File: src/rtl/cache_pkg.sv
// ---------------------------------------------------------------------------
// cache_pkg
// Shared definitions for the two-level cache refill path: the cache address
// width, the default memory timeout and the refill controller state encoding.
// Imported by the refill controller, its memory interface and the bench.
// ---------------------------------------------------------------------------
package cache_pkg;

    localparam int ADDR_W          = 11;
    localparam int MEM_TIMEOUT_DEF = 64;

    typedef enum logic [2:0] {
        IDLE,
        PROMOTE,
        MEM_WAIT,
        FILL_L2,
        FILL_L1
    } refill_state_e;

endpackage

File: src/rtl/cache_refill_ctrl_if.sv
// ---------------------------------------------------------------------------
// cache_refill_ctrl_if
// Read request/acknowledge handshake between the refill controller and main
// memory.
//   mem_req  : read request, held high until acknowledged or abandoned
//   mem_addr : address of the outstanding request
//   mem_ack  : one-cycle data-ready pulse from memory
// Modports: master (controller side), slave (memory side).
// ---------------------------------------------------------------------------
interface cache_refill_ctrl_if
    import cache_pkg::*;
#(
    parameter int AW = cache_pkg::ADDR_W
);

    logic          mem_req;
    logic [AW-1:0] mem_addr;
    logic          mem_ack;

    modport master (
        output mem_req,
        output mem_addr,
        input  mem_ack
    );

    modport slave (
        input  mem_req,
        input  mem_addr,
        output mem_ack
    );

endinterface

File: src/rtl/cache_refill_ctrl_sat_counter.sv
// ---------------------------------------------------------------------------
// sat_counter
// Saturating up-counter for refill statistics. Sticks at all-ones.
// Ports:
//   clk, rst_n : clock, asynchronous active-low reset (clears the count)
//   inc_i      : increment request for this cycle
//   clear_i    : synchronous clear, takes priority over inc_i
//   count_o    : current count
// ---------------------------------------------------------------------------
module sat_counter #(
    parameter int CNT_W = 16
) (
    input  logic             clk,
    input  logic             rst_n,
    input  logic             inc_i,
    input  logic             clear_i,
    output logic [CNT_W-1:0] count_o
);

    logic [CNT_W-1:0] count_q;

    always_ff @(posedge clk or negedge rst_n) begin
        if (!rst_n) begin
            count_q <= '0;
        end else if (clear_i) begin
            count_q <= '0;
        end else if (inc_i && (count_q != '1)) begin
            count_q <= count_q + CNT_W'(1);
        end
    end

    assign count_o = count_q;

endmodule

File: src/rtl/cache_refill_ctrl.sv
// ---------------------------------------------------------------------------
// cache_refill_ctrl
// Services the result of each L1/L2 lookup: an L2 hit promotes the line into
// L1, a full miss fetches the line from memory, then fills L2 and then L1.
// Optional statistics counters are built when CACHE_REFILL_STATS_EN is defined.
// Ports:
//   clk, rst_n       : clock, asynchronous active-low reset
//   addr_i           : lookup address (one cycle ahead of the result flags)
//   l1_hit_i         : L1 hit pulse (no action needed)
//   l2_hit_i, miss_i : L2 hit / full miss pulses
//   mem_if           : memory request/acknowledge handshake (master side)
//   l2_fill_valid_o/l2_fill_addr_o : one-cycle L2 fill strobe and address
//   l1_fill_valid_o/l1_fill_addr_o : one-cycle L1 fill strobe and address
//   busy_o           : a promotion or refill is in flight
//   err_o            : one-cycle pulse when memory fails to answer in time
//   promote_cnt_o, miss_cnt_o, drop_cnt_o, timeout_cnt_o : statistics
//                      (CACHE_REFILL_STATS_EN only)
// ---------------------------------------------------------------------------
module cache_refill_ctrl
    import cache_pkg::*;
#(
    parameter int ADDR_W      = cache_pkg::ADDR_W,
    parameter int MEM_TIMEOUT = cache_pkg::MEM_TIMEOUT_DEF,
    parameter int CNT_W       = 16
) (
    input  logic                clk,
    input  logic                rst_n,
    input  logic [ADDR_W-1:0]   addr_i,
    input  logic                l1_hit_i,
    input  logic                l2_hit_i,
    input  logic                miss_i,
    cache_refill_ctrl_if.master mem_if,
    output logic                l2_fill_valid_o,
    output logic [ADDR_W-1:0]   l2_fill_addr_o,
    output logic                l1_fill_valid_o,
    output logic [ADDR_W-1:0]   l1_fill_addr_o,
    output logic                busy_o,
`ifdef CACHE_REFILL_STATS_EN
    output logic [CNT_W-1:0]    promote_cnt_o,
    output logic [CNT_W-1:0]    miss_cnt_o,
    output logic [CNT_W-1:0]    drop_cnt_o,
    output logic [CNT_W-1:0]    timeout_cnt_o,
`endif
    output logic                err_o
);

    localparam int TW = (MEM_TIMEOUT > 1) ? $clog2(MEM_TIMEOUT) : 1;

    refill_state_e     state_q, state_d;
    logic [ADDR_W-1:0] addr_dly_q;
    logic [ADDR_W-1:0] req_addr_q, req_addr_d;
    logic              mem_req_q, mem_req_d;
    logic [ADDR_W-1:0] mem_addr_q, mem_addr_d;
    logic [TW-1:0]     timer_q, timer_d;
    logic              l2_fv_q, l2_fv_d;
    logic [ADDR_W-1:0] l2_fa_q, l2_fa_d;
    logic              l1_fv_q, l1_fv_d;
    logic [ADDR_W-1:0] l1_fa_q, l1_fa_d;
    logic              err_q, err_d;

    // The result flags lag the address by one cycle, so the address is
    // delayed to line up with the flags that describe it.
    always_ff @(posedge clk or negedge rst_n) begin
        if (!rst_n) begin
            state_q    <= IDLE;
            addr_dly_q <= '0;
            req_addr_q <= '0;
            mem_req_q  <= 1'b0;
            mem_addr_q <= '0;
            timer_q    <= '0;
            l2_fv_q    <= 1'b0;
            l2_fa_q    <= '0;
            l1_fv_q    <= 1'b0;
            l1_fa_q    <= '0;
            err_q      <= 1'b0;
        end else begin
            state_q    <= state_d;
            addr_dly_q <= addr_i;
            req_addr_q <= req_addr_d;
            mem_req_q  <= mem_req_d;
            mem_addr_q <= mem_addr_d;
            timer_q    <= timer_d;
            l2_fv_q    <= l2_fv_d;
            l2_fa_q    <= l2_fa_d;
            l1_fv_q    <= l1_fv_d;
            l1_fa_q    <= l1_fa_d;
            err_q      <= err_d;
        end
    end

    // Strobes and err default low so each is exactly one cycle wide. An L1
    // hit masks any simultaneous L2 hit or miss. In MEM_WAIT the ack is
    // tested before the timeout so a last-cycle ack still completes.
    always_comb begin
        state_d    = state_q;
        req_addr_d = req_addr_q;
        mem_req_d  = mem_req_q;
        mem_addr_d = mem_addr_q;
        timer_d    = timer_q;
        l2_fv_d    = 1'b0;
        l2_fa_d    = l2_fa_q;
        l1_fv_d    = 1'b0;
        l1_fa_d    = l1_fa_q;
        err_d      = 1'b0;
        case (state_q)
            IDLE: begin
                if (!l1_hit_i && l2_hit_i) begin
                    req_addr_d = addr_dly_q;
                    state_d    = PROMOTE;
                end else if (!l1_hit_i && miss_i) begin
                    req_addr_d = addr_dly_q;
                    mem_addr_d = addr_dly_q;
                    mem_req_d  = 1'b1;
                    timer_d    = '0;
                    state_d    = MEM_WAIT;
                end
            end
            PROMOTE: begin
                l1_fv_d = 1'b1;
                l1_fa_d = req_addr_q;
                state_d = FILL_L1;
            end
            MEM_WAIT: begin
                if (mem_if.mem_ack) begin
                    mem_req_d = 1'b0;
                    l2_fv_d   = 1'b1;
                    l2_fa_d   = req_addr_q;
                    state_d   = FILL_L2;
                end else if (timer_q == TW'(MEM_TIMEOUT - 1)) begin
                    mem_req_d = 1'b0;
                    err_d     = 1'b1;
                    state_d   = IDLE;
                end else begin
                    timer_d = timer_q + TW'(1);
                end
            end
            FILL_L2: begin
                l1_fv_d = 1'b1;
                l1_fa_d = req_addr_q;
                state_d = FILL_L1;
            end
            FILL_L1: begin
                state_d = IDLE;
            end
            default: begin
                state_d = IDLE;
            end
        endcase
    end

    assign mem_if.mem_req  = mem_req_q;
    assign mem_if.mem_addr = mem_addr_q;
    assign l2_fill_valid_o = l2_fv_q;
    assign l2_fill_addr_o  = l2_fa_q;
    assign l1_fill_valid_o = l1_fv_q;
    assign l1_fill_addr_o  = l1_fa_q;
    assign busy_o          = (state_q != IDLE);
    assign err_o           = err_q;

`ifdef CACHE_REFILL_STATS_EN
    logic promote_inc, miss_inc, drop_inc, timeout_inc;

    // Acceptance mirrors the IDLE decode; anything other than an L1 hit
    // arriving while not idle is a dropped request.
    always_comb begin
        promote_inc = 1'b0;
        miss_inc    = 1'b0;
        drop_inc    = 1'b0;
        timeout_inc = err_d;
        if (state_q == IDLE) begin
            promote_inc = !l1_hit_i && l2_hit_i;
            miss_inc    = !l1_hit_i && !l2_hit_i && miss_i;
        end else begin
            drop_inc    = !l1_hit_i && (l2_hit_i || miss_i);
        end
    end

    sat_counter #(.CNT_W(CNT_W)) u_promote_cnt (
        .clk(clk), .rst_n(rst_n), .inc_i(promote_inc), .clear_i(1'b0), .count_o(promote_cnt_o)
    );
    sat_counter #(.CNT_W(CNT_W)) u_miss_cnt (
        .clk(clk), .rst_n(rst_n), .inc_i(miss_inc), .clear_i(1'b0), .count_o(miss_cnt_o)
    );
    sat_counter #(.CNT_W(CNT_W)) u_drop_cnt (
        .clk(clk), .rst_n(rst_n), .inc_i(drop_inc), .clear_i(1'b0), .count_o(drop_cnt_o)
    );
    sat_counter #(.CNT_W(CNT_W)) u_timeout_cnt (
        .clk(clk), .rst_n(rst_n), .inc_i(timeout_inc), .clear_i(1'b0), .count_o(timeout_cnt_o)
    );
`endif

endmodule
File: src/flat_wrapper.sv
// flat-port wrapper written by rule: the top's interface ports become plain ports
module cache_refill_ctrl_flat import cache_pkg::*;
#(
    parameter int ADDR_W      = cache_pkg::ADDR_W,
    parameter int MEM_TIMEOUT = cache_pkg::MEM_TIMEOUT_DEF,
    parameter int CNT_W       = 16
)
  (clk, rst_n, addr_i, l1_hit_i, l2_hit_i, miss_i, l2_fill_valid_o, l2_fill_addr_o, l1_fill_valid_o, l1_fill_addr_o, busy_o, err_o, mem_if_mem_req, mem_if_mem_addr, mem_if_mem_ack);
  cache_refill_ctrl_if mem_if_i ();
  input  logic clk;
  input  logic rst_n;
  input  logic [ADDR_W-1:0] addr_i;
  input  logic l1_hit_i;
  input  logic l2_hit_i;
  input  logic miss_i;
  output logic l2_fill_valid_o;
  output logic [ADDR_W-1:0] l2_fill_addr_o;
  output logic l1_fill_valid_o;
  output logic [ADDR_W-1:0] l1_fill_addr_o;
  output logic busy_o;
  output logic err_o;
  output wire logic [$bits(mem_if_i.mem_req)-1:0] mem_if_mem_req;
  output wire logic [$bits(mem_if_i.mem_addr)-1:0] mem_if_mem_addr;
  input wire logic [$bits(mem_if_i.mem_ack)-1:0] mem_if_mem_ack;
  assign mem_if_mem_req = mem_if_i.mem_req;
  assign mem_if_mem_addr = mem_if_i.mem_addr;
  assign mem_if_i.mem_ack = mem_if_mem_ack;
  cache_refill_ctrl #(.ADDR_W(ADDR_W), .MEM_TIMEOUT(MEM_TIMEOUT), .CNT_W(CNT_W)) u_core (.clk(clk), .rst_n(rst_n), .addr_i(addr_i), .l1_hit_i(l1_hit_i), .l2_hit_i(l2_hit_i), .miss_i(miss_i), .mem_if(mem_if_i), .l2_fill_valid_o(l2_fill_valid_o), .l2_fill_addr_o(l2_fill_addr_o), .l1_fill_valid_o(l1_fill_valid_o), .l1_fill_addr_o(l1_fill_addr_o), .busy_o(busy_o), .err_o(err_o));
endmodule
File: config.mk
export PLATFORM = sky130hd
export DESIGN_NAME = cache_refill_ctrl_flat
export DESIGN_NICKNAME = d
export VERILOG_FILES = /design/src/rtl/cache_pkg.sv /design/src/rtl/cache_refill_ctrl_if.sv /design/src/rtl/cache_refill_ctrl_sat_counter.sv /design/src/rtl/cache_refill_ctrl.sv /design/src/flat_wrapper.sv
export SDC_FILE = /design/constraint.sdc
export NUM_CORES = 1
export LEC_CHECK = 0
export CORE_ASPECT_RATIO = 2
export CORE_MARGIN = 2
export CORE_UTILIZATION = 50
export CTS_CLUSTER_DIAMETER = 120
export CTS_CLUSTER_SIZE = 25
export DETAILED_ROUTE_END_ITERATION = 12
export PLACE_DENSITY = 0.79
export SYNTH_ARGS = -nofsm -noshare
export SYNTH_HDL_FRONTEND = slang
export SYNTH_SLANG_ARGS = --single-unit
File: constraint.sdc
create_clock -name clk -period 2 [get_ports clk]
set_input_delay 0.4 -clock clk [delete_from_list [all_inputs] [get_ports clk]]
set_output_delay 0.4 -clock clk [all_outputs]
set_load 0.1 [all_outputs]
# Word-level counts from Yosys, hierarchy flattened
# Cells that the tools add are included.
[word_totals]
regBits = 68
word_cells = 60
[classes]
n_addsub = 1
eq_ne = 10
muxes = 23
bitwise = 1
n_reduce_logical = 14
[op_table]
columns = ["cell", "count"]
rows = [
  ["$mux W6", 4],
  ["$mux W11", 2],
  ["$mux W3", 4],
  ["$pmux W6 S2", 1],
  ["$mux W1", 10],
  ["$pmux W3 S3", 1],
  ["$add A6 B1 Y6 const B", 1],
  ["$eq A3 B2 Y1 const B", 2],
  ["$eq A6 B6 Y1 const B", 1],
  ["$ne A2 B2 Y1 const B", 3],
  ["$reduce_and A2 Y1", 3],
  ["$reduce_and A5 Y1", 1],
  ["$reduce_and A4 Y1", 1],
  ["$reduce_bool A2 Y1", 2],
  ["$eq A3 B1 Y1 const B", 1],
  ["$logic_not A3 Y1", 1],
  ["$ne A3 B1 Y1 const B", 1],
  ["$ne A3 B2 Y1 const B", 1],
  ["$reduce_and A3 Y1", 1],
  ["$reduce_bool A3 Y1", 1],
  ["$logic_and A1 B1 Y1", 2],
  ["$ne A2 B1 Y1 const B", 1],
  ["$pmux W1 S2", 1],
  ["$reduce_or A2 Y1", 1],
  ["2 further kinds", 2],
]

# Logic depth before layout (Yosys ltp)
# Gate-level depths: netlist of the first run.
[logic_depth]
word_depth = 5
depth_mapped = 5
mapped_depth_nobuf = 5

# Least setup slack after synthesis of the first run
# No wires, ideal clock.
[synth_path]
path_type = "register -> register"
start = "register u_core.state_q[0]"
end = "register u_core.timer_q[0]"
t_arrival_ns = 1.564
slack_ns = 0.311
path_stages_with_launch = 6
synth_period_minus_slack_ns = 1.689
path_cell_list = "dfrtp_1 -> or3b_1 -> buf_6 -> a311oi_4 -> nor2_2 -> mux2_4"
[synth_between]
elab_chain_cells = 3
elab_cells_between_ends = 9
cone_classes = "eq/ne (5); mux (1); reduce/logical (3)"
[synth_lines]
columns = ["element", "line", "rtl"]
rows = [
  ["from (decl)", "cache_refill_ctrl.sv:49", "refill_state_e state_q, state_d;"],
  ["from (signal assigned)", "cache_refill_ctrl.sv:77", "state_q <= state_d;"],
  ["$eq A3 B2 Y1 / $logic_not A3 Y1 (equally long branches)", "cache_refill_ctrl.sv:105", "case (state_q)"],
  ["$ne A2 B2 Y1 (no line) (tied with other cells)", "n/a", ""],
  ["$reduce_and A5 Y1 (no line)", "n/a", ""],
  ["to (signal assigned)", "cache_refill_ctrl.sv:82", "timer_q <= timer_d;"],
  ["to (decl)", "cache_refill_ctrl.sv:54", "logic [TW-1:0] timer_q, timer_d;"],
]
# Several ways; a longest one is shown, not always the timed one.
# A chain may end at the register's enable or synchronous reset.

# Worst setup path after layout of the first run
[layout_path]
start = "register u_core.state_q[0]"
end = "output busy_o"
[layout_between]
elab_chain_cells = 1
[layout_lines]
columns = ["element", "line", "rtl"]
rows = [
  ["$reduce_bool A3 Y1", "cache_refill_ctrl.sv:157", "assign busy_o = (state_q != IDLE);"],
  ["to (decl)", "flat_wrapper.sv:20", "output logic busy_o;"],
]
# No other way between the ends.

==> results of run 1 <==
[cells by family after synthesis]
logic type,Yosys count
adders and majority gates,1
DFF,68
AOI/OAI and AO/OA,14
muxes,25
and+or+nand+nor,90
buffers and inverters,12
[synth_stat cells, drive strengths merged]
cell type | count | share of area, %
a21oi | 2 | 0.39
and3b | 1 | 0.34
nor2 | 5 | 0.83
inv | 3 | 0.44
a311oi | 1 | 1.0
clkbuf | 4 | 0.59
o2bb2ai | 3 | 1.0
nand3 | 3 | 0.59
nand3b | 1 | 0.29
nor3b | 1 | 0.29
and3 | 3 | 0.83
dfrtp | 68 | 67
or3 | 1 | 0.29
nor3 | 3 | 0.59
mux2 | 23 | 10
buf | 5 | 1.6
a21o | 1 | 0.29
o21ai | 4 | 0.78
o21a | 1 | 0.29
or3b | 1 | 0.34
o22ai | 1 | 0.24
nand2b | 1 | 0.24
nor4 | 1 | 0.24
nand2 | 69 | 10
o31ai | 1 | 0.29
ha | 1 | 0.49
mux2i | 2 | 0.78
[per-stage QoR]
step                      std cells  hold WS, ns  util [%]  worst slack [ns]  instance area [µm²]
after detailed placement        322        0.442      63.5            0.0660                 3120
final                           338       0.0590      66.9             0.150                 3280
after global routing            338       0.0755      66.9             0.106                 3280
after global placement          322        0.438      63.5            0.0934                 3120
after CTS                       338       0.0726      66.9             0.138                 3280
after floorplan                 210        0.104         -             0.311                 2560
[sequential cells by signal (all words and copies together) (netlist names)]
name / count
u_core.addr_dly_q: 11
u_core.mem_if.mem_req: 1
u_core.timer_q: 6
u_core.l2_fill_addr_o: 11
u_core.err_o: 1
u_core.mem_if.mem_addr: 11
u_core.l1_fill_valid_o: 1
u_core.l1_fill_addr_o: 11
u_core.l2_fill_valid_o: 1
u_core.req_addr_q: 11
u_core.state_q: 3
[routing by layer]
metal	track usage [%]	part of all wire [%]	up-vias
met5	0	0	-
li1	-	-	826
met1	26.3	38	876
met3	6.00	4.0	12
met4	10.5	2.9	0
met2	32.6	55	50
[worst reg2reg max path, cell delays in order (launching register included)]
cell      delay [ns]
dfrtp_1         0.43
ha_1            0.24
and3_2          0.26
a311oi_4        0.35
nor2_2          0.10
mux2_4          0.26
[worst max-delay path by stage]
stage | start | end | cells after the start | slack (ns)
2_1_floorplan | u_core.state_q[0] | u_core.timer_q[0] | 5 | 0.31
3_3_place_gp | l1_hit_i | u_core.req_addr_q[1] | 6 | 0.09
3_5_place_dp | l1_hit_i | u_core.req_addr_q[5] | 6 | 0.07
4_1_cts | u_core.state_q[0] | busy_o | 2 | 0.14
5_1_grt | u_core.state_q[0] | busy_o | 2 | 0.11
6_report | u_core.state_q[0] | busy_o | 2 | 0.15
[cell type report]
class / count / area (µm²) / area share [%]
Tap cell: 57 / 71.3 / 2.17
Sequential cell: 68 / 1700 / 51.8
Inverter: 3 / 11.3 / 0.343
Timing Repair Buffer: 64 / 541 / 16.5
Clock inverter: 5 / 27.5 / 0.838
Clock buffer: 11 / 141 / 4.30
Multi-Input combinational cell: 130 / 791 / 24.1
==> impl_results.md, run 1 <==
* Fin. Hold Viols at 0
* Max Slew Vio Count at 0
* IO buf count at 54
* Worst-skew pair later-pin latency at 0.34 ns
* Initial Util at 52.1%
* Fraction of layout instances using a drive strength above 1 at 32.7%
* Final routed DRC violation total at 0
* Number of cell rows at 36
* Max clock buf depth at 2
* Sequential share of the synthesized area at 66.5%
* Horizontal die dimension at 54.6 µm
* Syn nets at 228
* Number of global-route vias before repair at 1683
* Final Critical Period at 1.85 ns
* Root buf cell: clkbuf_8
* Yosys Warn Count at 0
* Number of antenna repair diodes at 0
* Register-to-Register Path Depth at 5
* Number of buffers inserted during clock tree synthesis at 9
* Clock tree from TritonCTS: done
* Top library cells by usage in the layout, fill and taps aside: nand2_1, dfrtp_1, buf_4
* Post-cts sizing count at 0
* Fin Setup TNS at 0 ns
* Endpoint type of the worst setup path: primary output
* Most common library cell in the layout ignoring fill and taps: nand2_1
* Hold Crit Class: in -> async
* Drt pass-1 iters at 4
* Highest cell delay on the worst timing path at 0.52 ns
* Critical path arrival at 1.45 ns
* Arithmetic-cell share of the synthesized area counting full adders, half adders and majority gates at 0.489%
* Kind of launch point of the worst setup path: register
* H-tree level count at 3
* Internal reg-to-reg setup slack at 0.24 ns
* Global-route wire length before repair at 8.43 mm
* Cell family with most CP delay: simple AND/OR/NAND/NOR gates
* Synth Instances at 210
* Clk slew on worst S/H paths at 0.07 ns
* Total length of routed wires at 5.21 mm
* Via density at 5.22
* Cell-by-cell trace of the critical path: or3_2 > buf_12
* Final Setup Violations at 0
* Cts hold-fix bufs at 0
* Vertical die dimension at 105 µm
* Setup repair after global routing missed its margin: no
* Biggest fanout along the worst timing path at 5
* Antenna-violating nets left at 0
* Worst slew margin relative to its limit at 75.1%
* Routed length per instance at 15.4 µm
* Share of the synthesized area in compound gates (AO/OA/AOI/OAI) at 4.35%
* Net count, final at 294
* Filler cells at 376
* Post-CTS Repair Setup Buffers at 0
* Average cell area after synthesis at 12.2 µm²
* Slew @ Worst Pin at 0.373 ns
* Worst reg2reg startpoint: u_core.timer_q[0]
* Setup skew after layout at 0.00841 ns
* Required time of the worst setup path at 1.60 ns
* Area growth from synthesis to layout at 28.4%
* Gp weighted congestion at 0.763
* Status: complete, no violations
* Ratio of final minimum period to clock period at 92.5%
* Number of antenna violations at the first check in global routing at 0
* CORE AREA at 0.00491 mm²
* GRT Total Usage at 21.2%
* Pin count of the biggest net entering global routing at 69
* Number of storage elements in the synthesis netlist at 68
* Dpl hpwl at 3.60 mm
* Multiplexer area fraction after synthesis at 11.1%
* Total buffers and inverters traversed by the critical path at 1
* Count of cell types in the netlist at 32
* XOR/XNOR Fraction of Synth Area at 0%
* Maxcap violations at 0
* CP max-delay cell: or3_2
* Fmax at 541 MHz
* CP Class: reg -> out
* Combinational family with the most area after synthesis: simple AND/OR/NAND/NOR gates
* Vias post-DR at 1764
* Remaining global-route overflow at 0
* Simple-gate portion of the synthesized area at 15.0%
* Initial DRC count at 25
* Worst R2R End: u_core.timer_q[0]
* Area enclosed by the die boundary at 0.00574 mm²
* Summed instance area of the synthesized netlist at 0.00256 mm²
* Number of clock sinks seen by CTS at 68
* Number of top-level pins at 55
Power of run 1 is left out: the tool's default activity adds up to more than one toggle a clock period on the data nets, which glitch-free logic cannot reach.
==> inputs of run 2 (changes only) <==
--- a/config.mk
+++ b/config.mk
@@ -5,13 +5,15 @@
 export SDC_FILE = /design/constraint.sdc
 export NUM_CORES = 1
 export LEC_CHECK = 0
+export CAP_MARGIN = 20
 export CORE_ASPECT_RATIO = 2
 export CORE_MARGIN = 2
-export CORE_UTILIZATION = 50
+export CORE_UTILIZATION = 45
+export CTS_BUF_LIST = sky130_fd_sc_hd__clkbuf_4 sky130_fd_sc_hd__clkbuf_8 sky130_fd_sc_hd__clkbuf_16
 export CTS_CLUSTER_DIAMETER = 120
 export CTS_CLUSTER_SIZE = 25
 export DETAILED_ROUTE_END_ITERATION = 12
-export PLACE_DENSITY = 0.79
+export PLACE_DENSITY = 0.72
 export SYNTH_ARGS = -nofsm -noshare
 export SYNTH_HDL_FRONTEND = slang
 export SYNTH_SLANG_ARGS = --single-unit
==> impl_results.md, run 2 (synthesized netlist as in run 1, its figures left out) <==
* Final routed DRC violation total at 0 (unchanged)
* Number of antenna violations at the first check in global routing at 0 (unchanged)
* Combined area of the multi-input logic cells at 791 µm² (unchanged)
* Filler cells at 458 (+22%)
* Clk slew on worst S/H paths at 0.07 ns (about the same)
* Gp weighted congestion at 0.790 (+3.5%)
* Fin Setup TNS at 0 ns (unchanged)
* Cell-by-cell trace of the critical path: or3_2 > buf_12
* GRT Total Usage at 17.5% (-3.7 points)
* Routed length per instance at 15.4 µm (-0.45%)
* Most common library cell in the layout ignoring fill and taps: nand2_1
* CORE AREA at 0.00547 mm² (+11%)
* Fraction of layout instances using a drive strength above 1 at 32.6% (-0.12 points)
* Pin count of the biggest net entering global routing at 48 (-30%)
* Drt pass-1 iters at 4 (unchanged)
* Cell family with most CP delay: simple AND/OR/NAND/NOR gates
* H-tree level count at 3 (unchanged)
* Via density at 5.07 (-2.8%)
* Area used by sequential logic in the layout at 0.00170 mm² (unchanged)
* Required time of the worst setup path at 1.60 ns (about the same)
* Total length of routed wires at 5.21 mm (-0.15%)
* Number of clock sinks seen by CTS at 68 (unchanged)
* Setup repair after global routing missed its margin: no
* Initial DRC count at 57 (+130%)
* Global-route wire length before repair at 8.28 mm (-1.8%)
* Endpoint type of the worst setup path: primary output
* Highest cell delay on the worst timing path at 0.51 ns (about the same)
* Area growth from synthesis to layout at 29.6%
* IO buf count at 54 (unchanged)
* Cts hold-fix bufs at 0 (unchanged)
* Root buf cell: clkbuf_8
* Hold Crit Class: in -> async
* Final std cells w/o fill at 339 (+0.30%)
* Antenna-violating nets left at 0 (unchanged)
* Status: complete, no violations
* Max clock buf depth at 2 (unchanged)
* Number of antenna repair diodes at 0 (unchanged)
* Fmax at 545 MHz (+0.85%)
* Remaining global-route overflow at 0 (unchanged)
* Setup skew after layout at 0.00618 ns (-0.00224 ns)
* Final Setup Violations at 0 (unchanged)
* CP Class: reg -> out
* Vias post-DR at 1720 (-2.5%)
* Ratio of final minimum period to clock period at 91.7% (-0.78 points)
* Maxcap violations at 0 (unchanged)
* Area enclosed by the die boundary at 0.00634 mm² (+10%)
* Number of global-route vias before repair at 1704 (+1.2%)
* Worst-skew pair later-pin latency at 0.33 ns (about the same)
* Top library cells by usage in the layout, fill and taps aside: nand2_1, dfrtp_1, buf_4
* Vertical die dimension at 111 µm (+5.2%)
* Final Critical Period at 1.83 ns (-0.0155 ns)
* Number of top-level pins at 55 (unchanged)
* Horizontal die dimension at 57.3 µm (+5.0%)
* Number of cell rows at 38 (+5.6%)
* Slew @ Worst Pin at 0.498 ns (+0.125 ns)
* Kind of launch point of the worst setup path: register
* Critical path arrival at 1.43 ns (-0.02 ns)
* Total buffers and inverters traversed by the critical path at 1 (unchanged)
* Number of buffers inserted during clock tree synthesis at 9 (unchanged)
* Worst hold slack at 0.0297 ns (-0.0293 ns)
* Post-CTS Repair Setup Buffers at 0 (unchanged)
* CP max-delay cell: or3_2
* Fin. Hold Viols at 0 (unchanged)
* Initial Util at 46.8% (-5.3 points)
* Placed instance count at 324 (+0.62%)
* Post-cts sizing count at 0 (unchanged)
* Dpl hpwl at 3.79 mm (+5.5%)
* Biggest fanout along the worst timing path at 5 (unchanged)
* Worst slew margin relative to its limit at 66.8% (-8.3 points)
* Clock tree from TritonCTS: done
* Net count, final at 293 (-0.34%)
* Max Slew Vio Count at 0 (unchanged)
[run 2: changes by cell type in the layout (fill, tap and decap cells not counted)]
cell / before / now
clkbuf_8: 10 / 13
clkinv_2: 4 / 1
buf_4: 46 / 44
buf_12: 2 / 3
clkbuf_1: 1 / 0
clkbuf_4: 0 / 1
clkinvlp_4: 1 / 0
[run 2: area by class of cell]
cell class	count	share of cell area (%)
tap	60	2.26
clock inverter	1	0.151
clock buffer	14	5.62
timing repair buffer	63	16.5
sequential	68	51.3
multi-input combinational	130	23.8
inverter	3	0.340
[run 2: worst register-to-register path: cells and delay by family (launching register included)]
family	cells	cell delay, ns
simple gates	2	0.36
compound gates	1	0.32
mux	1	0.26
flops	1	0.43
fa+ha+maj	1	0.23
[run 2: through the flow]
step           area (µm²)  util [%]  setup slack [ns]
5_1_grt              3320      60.6             0.130
3_3_place_gp         3120      57.1            0.0544
2_1_floorplan        2560         -             0.311
6_report             3320      60.6             0.165
4_1_cts              3320      60.6             0.146
3_5_place_dp         3120      57.1            0.0535
[run 2: path summary, 6_finish.rpt]
| check | startpoint | to | slack, ns | cells after the start |
|---|---|---|---|---|
| min in group clk | u_core.addr_dly_q[6] | u_core.mem_if.mem_addr[6] | 0.47 | 2 |
| hold / removal | rst_n | u_core.mem_if.mem_addr[1] | 0.03 | 1 |
| setup / recovery | u_core.state_q[0] | busy_o | 0.17 | 2 |
| hold reg to reg | u_core.addr_dly_q[6] | u_core.mem_if.mem_addr[6] | 0.47 | 2 |
| max in group asynchronous | rst_n | u_core.state_q[2] | 1.36 | 2 |
| setup reg to reg | u_core.timer_q[0] | u_core.timer_q[0] | 0.30 | 5 |
[run 2: routing by layer]
metal / track usage [%] / up-vias / routed length, µm
li1: - / 820 / -
met1: 19.4 / 846 / 1950
met2: 30.2 / 44 / 2920
met3: 3.16 / 10 / 206
met4: 10.2 / 0 / 137
met5: 0 / - / 0
Power of run 2 is left out for the same reason.
==> inputs of run 3 (changes only) <==
--- a/config.mk
+++ b/config.mk
@@ -8,12 +8,13 @@
 export CAP_MARGIN = 20
 export CORE_ASPECT_RATIO = 2
 export CORE_MARGIN = 2
-export CORE_UTILIZATION = 45
+export CORE_UTILIZATION = 50
 export CTS_BUF_LIST = sky130_fd_sc_hd__clkbuf_4 sky130_fd_sc_hd__clkbuf_8 sky130_fd_sc_hd__clkbuf_16
 export CTS_CLUSTER_DIAMETER = 120
 export CTS_CLUSTER_SIZE = 25
 export DETAILED_ROUTE_END_ITERATION = 12
-export PLACE_DENSITY = 0.72
+export HOLD_SLACK_MARGIN = 0.06
+export PLACE_DENSITY = 0.79
 export SYNTH_ARGS = -nofsm -noshare
 export SYNTH_HDL_FRONTEND = slang
 export SYNTH_SLANG_ARGS = --single-unit
==> impl_results.md, run 3 (synthesized netlist as in run 1, its figures left out) <==
* Number of buffers inserted during clock tree synthesis at 9 (unchanged)
* Required time of the worst setup path at 1.60 ns (about the same)
* Most common library cell in the layout ignoring fill and taps: nand2_1
* Vertical die dimension at 105 µm (-4.9%)
* Critical path arrival at 1.45 ns (+0.02 ns)
* Global routing usage on met2 at 32.1% (+1.9 points)
* Area used by sequential logic in the layout at 0.00170 mm² (unchanged)
* CORE AREA at 0.00491 mm² (-10%)
* Cell-by-cell trace of the critical path: or3_2 > buf_12
* Via density at 5.17 (+1.9%)
* Clk slew on worst S/H paths at 0.07 ns (about the same)
* Fin Setup TNS at 0 ns (unchanged)
* Most heavily used metal layer in global routing: met2
* Final Critical Period at 1.85 ns (+0.0150 ns)
* CP Class: reg -> out
* Net count, final at 294 (+0.34%)
* Antenna-violating nets left at 0 (unchanged)
* CP max-delay cell: or3_2
* Number of top-level pins at 55 (unchanged)
* Worst R2R End: u_core.timer_q[0]
* Filler cells at 376 (-18%)
* GRT Total Usage at 20.9% (+3.4 points)
* Slew @ Worst Pin at 0.374 ns (-0.124 ns)
* Routed length per instance at 15.3 µm (-0.69%)
* H-tree level count at 3 (unchanged)
* Cell family with most CP delay: simple AND/OR/NAND/NOR gates
* Total buffers and inverters traversed by the critical path at 1 (unchanged)
* Number of clock sinks seen by CTS at 68 (unchanged)
* Worst-skew pair later-pin latency at 0.34 ns (about the same)
* Vias post-DR at 1748 (+1.6%)
* Highest cell delay on the worst timing path at 0.52 ns (about the same)
* Final routed DRC violation total at 0 (unchanged)
* Global-route wire length before repair at 8.31 mm (+0.41%)
* GRT met3 Usage at 6.00% (+2.8 points)
* Number of antenna violations at the first check in global routing at 0 (unchanged)
* Number of global-route vias before repair at 1667 (-2.2%)
* Register-to-Register Path Depth at 5 (unchanged)
* Number of cell rows at 36 (-5.3%)
* Initial Util at 52.1% (+5.3 points)
* Remaining global-route overflow at 0 (unchanged)
* Drt pass-1 iters at 4 (unchanged)
* Area enclosed by the die boundary at 0.00574 mm² (-9.5%)
* Setup repair after global routing missed its margin: no
* Met1 global-route usage at 25.9% (+6.5 points)
* Cts hold-fix bufs at 0 (unchanged)
* Worst reg2reg startpoint: u_core.timer_q[0]
* Post-CTS Repair Setup Buffers at 0 (unchanged)
* Internal reg-to-reg setup slack at 0.24 ns (-0.06 ns)
* Ratio of final minimum period to clock period at 92.5% (+0.75 points)
* Kind of launch point of the worst setup path: register
* Hold Crit Class: in -> async
* IO buf count at 54 (unchanged)
* Fmax at 541 MHz (-0.81%)
* Combined area of the multi-input logic cells at 791 µm² (unchanged)
* Top library cells by usage in the layout, fill and taps aside: nand2_1, dfrtp_1, buf_4
* Initial DRC count at 32 (-44%)
* Post-cts sizing count at 0 (unchanged)
* Maxcap violations at 0 (unchanged)
* Biggest fanout along the worst timing path at 5 (unchanged)
* Fraction of layout instances using a drive strength above 1 at 33.1% (+0.48 points)
* Root buf cell: clkbuf_8
* Status: complete, no violations
* Horizontal die dimension at 54.6 µm (-4.8%)
* Clock tree from TritonCTS: done
* Max clock buf depth at 2 (unchanged)
* Total length of routed wires at 5.16 mm (-0.98%)
* Dpl hpwl at 3.60 mm (-5.2%)
* Max Slew Vio Count at 0 (unchanged)
* Gp weighted congestion at 0.763 (-3.4%)
* Setup skew after layout at 0.00792 ns (+0.00175 ns)
* Endpoint type of the worst setup path: primary output
* Area growth from synthesis to layout at 28.5%
* Worst slew margin relative to its limit at 75.0% (+8.2 points)
* Pin count of the biggest net entering global routing at 69 (+44%)
* Fin. Hold Viols at 0 (unchanged)
* Final Setup Violations at 0 (unchanged)
* Number of antenna repair diodes at 0 (unchanged)
## run 3: cell types whose count changed in the layout (fill, tap and decap cells not counted), sizes merged
cell,previous run,this run
clkbuf,14,11
clkinv,1,4
clkinvlp,0,1
buf,48,49
## run 3: final cells by class
class                           count  area share [%]
Sequential cell                    68            51.8
Multi-Input combinational cell    130            24.0
Timing Repair Buffer               64            16.4
Clock buffer                       11            4.41
Tap cell                           57            2.17
Clock inverter                      5           0.837
Inverter                            3           0.342
## run 3: how the worst max path moves through the flow
| stage | from | to | depth (start not counted) |
|---|---|---|---|
| final | u_core.state_q[0] | busy_o | 2 |
| after detailed placement | l1_hit_i | u_core.req_addr_q[5] | 6 |
| after CTS | u_core.state_q[0] | busy_o | 2 |
| after global placement | l1_hit_i | u_core.req_addr_q[1] | 6 |
| after floorplan | u_core.state_q[0] | u_core.timer_q[0] | 5 |
| after global routing | u_core.state_q[0] | busy_o | 2 |
## run 3: through the flow
stage	utilization [%]	hold WS (ns)	cells	worst slack, ns	area [µm²]
global placement	63.5	0.438	322	0.0934	3120
finish	67.0	0.0632	338	0.150	3290
floorplan	-	0.104	210	0.311	2560
global route	67.0	0.0772	338	0.106	3290
CTS	67.0	0.0732	338	0.138	3290
detailed placement	63.5	0.442	322	0.0660	3120
## run 3: layer usage
metal	part of all wire (%)	vias to the layer above
met2	55	48
met5	0	-
met3	4.0	12
met1	38	862
met4	2.9	0
li1	-	826
Power of run 3 is left out for the same reason.
